===== src/rtl/dff_bank_rr_arbiter_pkg.sv =====
// Shared types and width helpers for the round-robin arbiter in front of one DFF bank.
package dff_bank_rr_arbiter_pkg;

  typedef enum logic {
    ARB    = 1'b0,
    LOCKED = 1'b1
  } state_e;

  // Index width for n requesters; never narrower than one bit.
  function automatic int idx_width(input int n);
    return (n > 2) ? $clog2(n) : 1;
  endfunction

  localparam int N_DEFAULT     = 4;
  localparam int WIDTH_DEFAULT = 8;
  localparam int IDX_W         = idx_width(N_DEFAULT);

endpackage


===== src/rtl/dff_bank_rr_arbiter_rr_pick.sv =====
// Combinational round-robin pick: rotate req by ptr, priority encode, un-rotate.
module dff_bank_rr_arbiter_rr_pick
  import dff_bank_rr_arbiter_pkg::*;
#(
  parameter int N  = N_DEFAULT,
  parameter int IW = idx_width(N)
) (
  input  logic [N-1:0]  req,
  input  logic [IW-1:0] ptr,
  output logic          found,
  output logic [IW-1:0] w
);

  // Doubled vector so a plain part-select performs the rotation.
  logic [2*N-2:0] dbl;
  logic [N-1:0]   rot;
  int             pos;
  int             sum;

  assign dbl = {req[N-2:0], req};
  assign rot = dbl[ptr +: N];

  // NOTE: every output gets a default first so no path through the block can infer a latch.
  always_comb begin
    found = 1'b0;
    pos   = 0;
    sum   = 0;
    w     = '0;
    for (int i = N - 1; i >= 0; i--) begin
      if (rot[i]) begin
        found = 1'b1;
        pos   = i;
      end
    end
    sum = pos + int'(ptr);
    if (sum >= N) sum = sum - N;
    w = IW'(sum);
  end

endmodule


===== src/rtl/dff_bank_rr_arbiter.sv =====
// Round-robin arbiter with ownership lock loading one shared WIDTH-bit register.
module dff_bank_rr_arbiter
  import dff_bank_rr_arbiter_pkg::*;
#(
  parameter int N     = N_DEFAULT,
  parameter int WIDTH = WIDTH_DEFAULT
) (
  input  logic                    clk,
  input  logic                    areset,
  input  logic [N-1:0]            req,
  input  logic [N-1:0]            lock,
  input  logic [N*WIDTH-1:0]      d,
  output logic [N-1:0]            gnt,
  output logic [WIDTH-1:0]        q,
  output logic                    q_valid,
  output logic [idx_width(N)-1:0] owner
);

  localparam int IW = idx_width(N);

  state_e           state;
  state_e           state_next;
  logic [IW-1:0]    ptr;
  logic [IW-1:0]    ptr_next;
  logic [IW-1:0]    w;
  logic [IW-1:0]    sel;
  logic             found;
  logic             hold;
  logic             win;
  logic [N-1:0]     onehot;
  logic [WIDTH-1:0] sel_data;
  logic [WIDTH-1:0] d_arr [N];

  for (genvar i = 0; i < N; i++) begin : g_slice
    assign d_arr[i] = d[i*WIDTH +: WIDTH];
  end

  dff_bank_rr_arbiter_rr_pick #(
    .N  (N),
    .IW (IW)
  ) u_pick (
    .req   (req),
    .ptr   (ptr),
    .found (found),
    .w     (w)
  );

  // NOTE: state elements use non-blocking assignments so every flop samples pre-edge values.
  always_ff @(posedge clk or posedge areset) begin
    if (areset) state <= ARB;
    else        state <= state_next;
  end

  always_comb begin
    hold       = (state == LOCKED) && req[owner] && lock[owner];
    win        = !hold && found;
    state_next = ARB;
    if (hold)                state_next = LOCKED;
    else if (win && lock[w]) state_next = LOCKED;
  end

  always_comb begin
    sel         = hold ? owner : w;
    sel_data    = d_arr[sel];
    onehot      = '0;
    onehot[w]   = 1'b1;
    ptr_next    = (w == IW'(N - 1)) ? '0 : w + 1'b1;
  end

  // NOTE: the data register is reset too, because q must read zero during reset.
  always_ff @(posedge clk or posedge areset) begin
    if (areset) begin
      gnt     <= '0;
      q       <= '0;
      q_valid <= 1'b0;
      owner   <= '0;
      ptr     <= '0;
    end else if (hold) begin
      q       <= sel_data;
      q_valid <= 1'b1;
    end else if (win) begin
      gnt     <= onehot;
      q       <= sel_data;
      q_valid <= 1'b1;
      owner   <= w;
      ptr     <= ptr_next;
    end else begin
      gnt     <= '0;
      q_valid <= 1'b0;
    end
  end

endmodule

===== config.mk =====
export PLATFORM = sky130hd
export DESIGN_NAME = dff_bank_rr_arbiter
export DESIGN_NICKNAME = d
export VERILOG_FILES = /design/src/rtl/dff_bank_rr_arbiter_pkg.sv /design/src/rtl/dff_bank_rr_arbiter_rr_pick.sv /design/src/rtl/dff_bank_rr_arbiter.sv
export SDC_FILE = /design/constraint.sdc
export NUM_CORES = 1
export LEC_CHECK = 0
export ABC_AREA = 1
export CELL_PAD_IN_SITES_DETAIL_PLACEMENT = 1
export CELL_PAD_IN_SITES_GLOBAL_PLACEMENT = 1
export CORE_MARGIN = 2
export CORE_UTILIZATION = 32
export CTS_CLUSTER_DIAMETER = 50
export DETAILED_ROUTE_END_ITERATION = 7
export HOLD_SLACK_MARGIN = 0.15
export PLACE_DENSITY_LB_ADDON = 0.1
export SLEW_MARGIN = 10
export SYNTH_ARGS = -nofsm -noshare
export SYNTH_HDL_FRONTEND = slang
export SYNTH_HIERARCHICAL = 1
export SYNTH_SLANG_ARGS = --single-unit

===== constraint.sdc =====
create_clock -name clk -period 4.56 [get_ports clk]
set_input_delay 0.456 -clock clk [delete_from_list [all_inputs] [get_ports clk]]
set_output_delay 0.456 -clock clk [all_outputs]
set_load 0.02 [all_outputs]

==> flow_summary.yaml, run 1 <==
routing:
  firstDrtPassIters: 4
  drt_iter0_drc: 83
  drc_errors: 0
  viasPerCell: 4.994
  routed-wl-met3_um: 188
  ant_nets: 0
  wl_met2_mm: 2.183
  top_layer: "met4"
  wire_per_inst_um: 14.20
  vias: 1548
  drt-met1-wl_mm: 2.006
  routed_wl_mm: 4.402
clock_network:
  cts_tree: "yes"
  post-cts-setup-buffers: 0
  cts_buffers: 3
  clk_pin_slew_ns: 0.07
  htree_levels: 1
  clk_latency_ns: 0.26
  cts_root_buffer: "clkbuf_8"
  ctsResizeCount: 0
  ctsHoldBuffers: 0
  cts_buffer_depth: 2
  cts.sinks: 18
die:
  die_x_um: 70.24
  ioPinCount: 57
  rows: 24
  die_h_um: 70.24
  initial_core_util_pct: 32.69
  core_area_um2: 4294
  dieArea_um2: 4933
final_layout:
  final_nets: 306
  fillers: 565
  drive_above_1_share_pct: 5.426
  area_growth_pct: 46.35
  multi_input_area_um2: 833.3
  layout_common_cells: "67 x nand2_1, 56 x clkdlybuf4s50_1, 39 x nand3_1, 24 x nand3b_1, 21 x inv_1"
  antenna_cells: 0
  layout_commonest_cell: "nand2_1"
  regArea_um2: 450.4
sta:
  hold_violations: 0
  min_period_over_period_pct: 59.80
  worstMarginPinSlew_ns: 0.6804
  period_needed_ns: 2.727
  fmax_ghz: 0.3667
  slew_violations: 0
  finalSetupViolCount: 0
  finClkSkew_ns: 0.006299
  whs_ns: 0.4814
  finalSetupTns_ns: 0
  rsz0062_at_grt: "false"
  slew_headroom_pct: 54.50
logic_synthesis:
  synth_top_flop_cell: "dfrtp_1"
  syn_avg_cell_area_um2: 6.915
  ys_seq_area_share_pct: 32.09
  yosys_warnings: 6
  synth_edf_count: 0
  async_flop_share_pct: 100.0
  netlist_area_um2: 1404
  yosysTopAreaCell: "dfrtp_1"
  postSynthCellCount: 203
  synth.net_count: 250
  synth.ff_latch_count: 18
  netlist.area_leader.share_pct: 32.09
  synth_area_leaders: "dfrtp_1 32%, nand2_1 18%, nand3_1 14%"
  ys_types: 19
place:
  io_buffers: 56
  dp_hpwl_mm: 3.422
  routabilityCongestion: 0.7961
pwr:
  power_density_nw_per_um2: 895.8
  ir_drop_uv: 401.0
  total_leakage_power_uw: 0.0009948
setup_path:
  cp_data_required_time_ns: 4.71
  worst-path-max-fanout: 16
  cp-start-kind: "input port"
  path_cells: "clkdlybuf4s50_1 -> nand2_1 -> nand3_1 -> nand2_2 -> nand3_1 -> a21boi_1 -> ha_1 -> inv_1 -> nand2_1 -> nand3b_1 -> nand3_1 -> nand2_1 -> nand2_1 -> nand2_1"
  cp.arrival_ns: 2.88
  crit_path_frequent_cell: "nand2_1"
  max_stage_delay_ns: 0.51
  end_kind: "register"
  slowest_stage: "clkdlybuf4s50_1"
  critPathKind: "input port to register"
grt:
  grt_pass1_wl_mm: 7.486
  grt.total_usage_pct: 18.78
  first_global_vias: 1596
  grt_max_degree: 19
  antenna_found_initial: 0
  overflow: 0
job:
  drv_cap: 0
min_path:
  hold_path_class: "register to register"
outcome:
  status: "completed"
[critical path: cells and delay by family]
| family | cells | cell delay, ns |
|---|---|---|
| buffers and inverters | 2 | 0.67 |
| adder cells (fa/ha/maj) | 1 | 0.42 |
| AND/OR/NAND/NOR | 10 | 1.26 |
| AO/OA/AOI/OAI | 1 | 0.07 |
[kinds of logic after synthesis]
kind of cell / after synthesis / share of synthesized area [%]
AO/OA/AOI/OAI: 13 / 5.705
flip-flops: 18 / 32.09
AND/OR/NAND/NOR: 137 / 48.57
XOR/XNOR: 1 / 0.6240
adder cells (fa/ha/maj): 5 / 4.456
buffers and inverters: 29 / 8.556
[flip-flops by register name (all words and copies together), names as in the netlist]
| name | flops |
|---|---|
| state | 1 |
| owner | 2 |
| ptr | 2 |
| q_valid | 1 |
| gnt | 4 |
| q | 8 |
[routing by layer]
layer,GRT usage (%),up-vias
met5,0,-
met4,3.205,0
met3,3.463,4
met2,31.66,44
met1,25.34,720
li1,-,780
[synthesized netlist by cell type, types with 2 or more instances]
cell type,count
inv_1,21
o21ai_0,6
buf_2,3
nand2_1,67
nand3_1,39
ha_1,5
nand4_1,2
nand3b_1,24
buf_4,2
o21ai_2,2
a21oi_1,2
dfrtp_1,18
nand3_2,3
nand2_2,2
inv_2,3
[report_power, final]
group | total, µW | internal, µW | leakage [µW] | switching [µW]
registers | 324 | 256 | 0.000217 | 67.8
clock network | 129 | 76.7 | 0.0000288 | 52.4
logic | 1390 | 505 | 0.000749 | 882
total | 1840 | 838 | 0.000995 | 1000
[final timing paths]
path / start / endpoint / slack, ns / cells after the start
max reg2reg: ptr[0] / q[6] / 1.98 / 14
max: req[1] / q[6] / 1.83 / 14
min: q[5] / q[5] / 0.48 / 2
min in group asynchronous: areset / q[0] / 0.59 / 2
max in group asynchronous: areset / gnt[2] / 3.53 / 2
min reg2reg: q[5] / q[5] / 0.48 / 2
[cell type report]
cell class	instances	share of cell area, %
multi-input combinational	156	40.56
clock buffer	4	2.680
sequential	18	21.92
inverter	24	4.385
timing repair buffer	56	27.28
tap	52	3.167
[through the flow]
step / worst slack, ns / instance area, µm² / cells / utilization [%] / power (µW)
finish: 1.833 / 2054 / 310 / 47.84 / 1840
global route: 1.559 / 2054 / 310 / 47.84 / 2070
CTS: 1.820 / 2054 / 310 / 47.84 / 1875
detailed placement: 1.545 / 1999 / 306 / 46.56 / 1733
global placement: 1.572 / 1999 / 306 / 46.56 / 1714
floorplan: 2.490 / 1404 / 203 / - / 1308
(Power assumes the default switching activity.)
==> inputs of run 2 (changes only) <==
- CORE_UTILIZATION: 32 -> 26
- clock period: 4.56 -> 2.35 ns (I/O delays scaled with it)
==> flow_summary.yaml, run 2 (same netlist as run 1, synthesis figures left out) <==
sta:
  period_needed_ns: 2.229
  finalSetupViolCount: 0
  slew_headroom_pct: 47.99
  finClkSkew_ns: 0.002499
  worstMarginPinSlew_ns: 0.7793
  fmax_ghz: 0.4486
  whs_ns: 0.4342
  min_period_over_period_pct: 94.85
  slew_violations: 0
  hold_violations: 0
  rsz0062_at_grt: "true"
final_layout:
  largestRegisters: "q: 8 flops, gnt: 4 flops"
  finalNonFillerCells: 347
  drive_above_1_share_pct: 24.91
  layout_commonest_cell: "nand2_1"
  largest_register_ffs: 8
  final_nets: 325
  top_register: "q"
  area_growth_pct: 71.92
  fillers: 636
  antenna_cells: 0
  fin_util_pct: 46.66
  regArea_um2: 452.9
  layout_common_cells: "56 x nand2_1, 55 x clkdlybuf4s50_1, 24 x nand3b_1, 22 x nand3_2"
  multi_input_area_um2: 994.7
grt:
  grt.total_usage_pct: 16.46
  overflow: 0
  grt_max_degree: 19
  grt_pass1_wl_mm: 8.045
  first_global_vias: 1659
  antenna_found_initial: 0
setup_path:
  cp-start-kind: "register"
  worst-path-max-fanout: 7
  critPathKind: "register to register"
  cp_data_required_time_ns: 2.50
  end_kind: "register"
  cp.arrival_ns: 2.38
  max_stage_delay_ns: 0.48
  critPathBufInv: 4
  cpLargestDelayFamily: "flip-flops"
  path_cells: "inv_4 -> nand2_4 -> nand3_2 -> nand2_2 -> a21boi_2 -> ha_2 -> xor2_2 -> inv_1 -> nand3_2 -> nand2_2 -> inv_2 -> buf_4 -> ha_1 -> nand2_1 -> nand2_1"
  slowest_stage: "dfrtp_2"
place:
  io_buffers: 56
  routabilityCongestion: 0.7392
  dp_hpwl_mm: 3.858
  numPlacedInstances: 339
die:
  initial_core_util_pct: 27.14
  core_area_um2: 5172
  die_h_um: 77.48
  dieArea_um2: 6003
  rows: 26
  die_x_um: 77.48
  ioPinCount: 57
routing:
  firstDrtPassIters: 4
  viasPerCell: 4.674
  vias: 1622
  drt_iter0_drc: 87
  ant_nets: 0
  wire_per_inst_um: 14.62
  drc_errors: 0
  routed_wl_mm: 5.072
clock_network:
  cts.sinks: 18
  cts_tree: "yes"
  cts_buffers: 3
  htree_levels: 1
  clk_latency_ns: 0.26
  cts_root_buffer: "clkbuf_8"
  cts_buffer_depth: 2
  ctsHoldBuffers: 0
  clk_pin_slew_ns: 0.08
outcome:
  status: "completed"
job:
  drv_cap: 0
min_path:
  hold_path_class: "input port to asynchronous set/reset pin"
run 2: cell count changes in the layout (fill, tap and decap cells not counted), sizes merged:
cell / before / now
clkdlybuf4s50: 56 / 55
buf: 0 / 19
dlymetal6s2s: 0 / 1
run 2: area by class of cell:
cell class | instances | share of cell area, %
multi-input combinational | 156 | 41.21
timing repair buffer | 75 | 30.27
sequential | 18 | 18.77
inverter | 24 | 3.836
tap | 70 | 3.629
clock buffer | 4 | 2.281
run 2: through the flow:
stage / setup WS [ns] / TNS [ns] / cell area [µm²]
global route: -0.03225 / -0.1531 / 2414
floorplan: 0.2803 / 0 / 1404
global placement: -0.1136 / -0.8538 / 2160
finish: 0.1209 / 0 / 2414
detailed placement: -0.1970 / -1.894 / 2160
CTS: 0.004853 / 0 / 2216
run 2: metal layers:
| layer | wire [µm] | global-route usage, % |
|---|---|---|
| met1 | 2512 | 23.94 |
| met2 | 2336 | 26.35 |
| met3 | 212 | 2.907 |
| met4 | 11 | 1.607 |
| met5 | 0 | 0 |
run 2: final timing paths:
check / from / to / slack (ns) / depth (start not counted)
max: ptr[0] / ptr[1] / 0.12 / 15
min: areset / q_valid / 0.43 / 2
max reg2reg: ptr[0] / ptr[1] / 0.12 / 15
min reg2reg: q[6] / q[6] / 0.48 / 2
max in group asynchronous: areset / ptr[1] / 1.38 / 2
min in group clk: q[6] / q[6] / 0.48 / 2
run 2: worst reg2reg max path, delay by kind of cell (launching register included):
kind	cells	cell delay, ns
xor+xnor	1	0.17
flops	1	0.48
simple gates	7	0.48
fa+ha+maj	2	0.46
buf+inv	4	0.38
compound gates	1	0.15
run 2: repair_timing:
item	CTS	global route
gates resized for setup	1	41
endpoints found under the setup margin	7	15
pin swaps	0	12
buffers inserted	0	4
Power of run 2 is not shown: default switching activity piles up to over one toggle a cycle in this logic, so the estimate is an artifact.
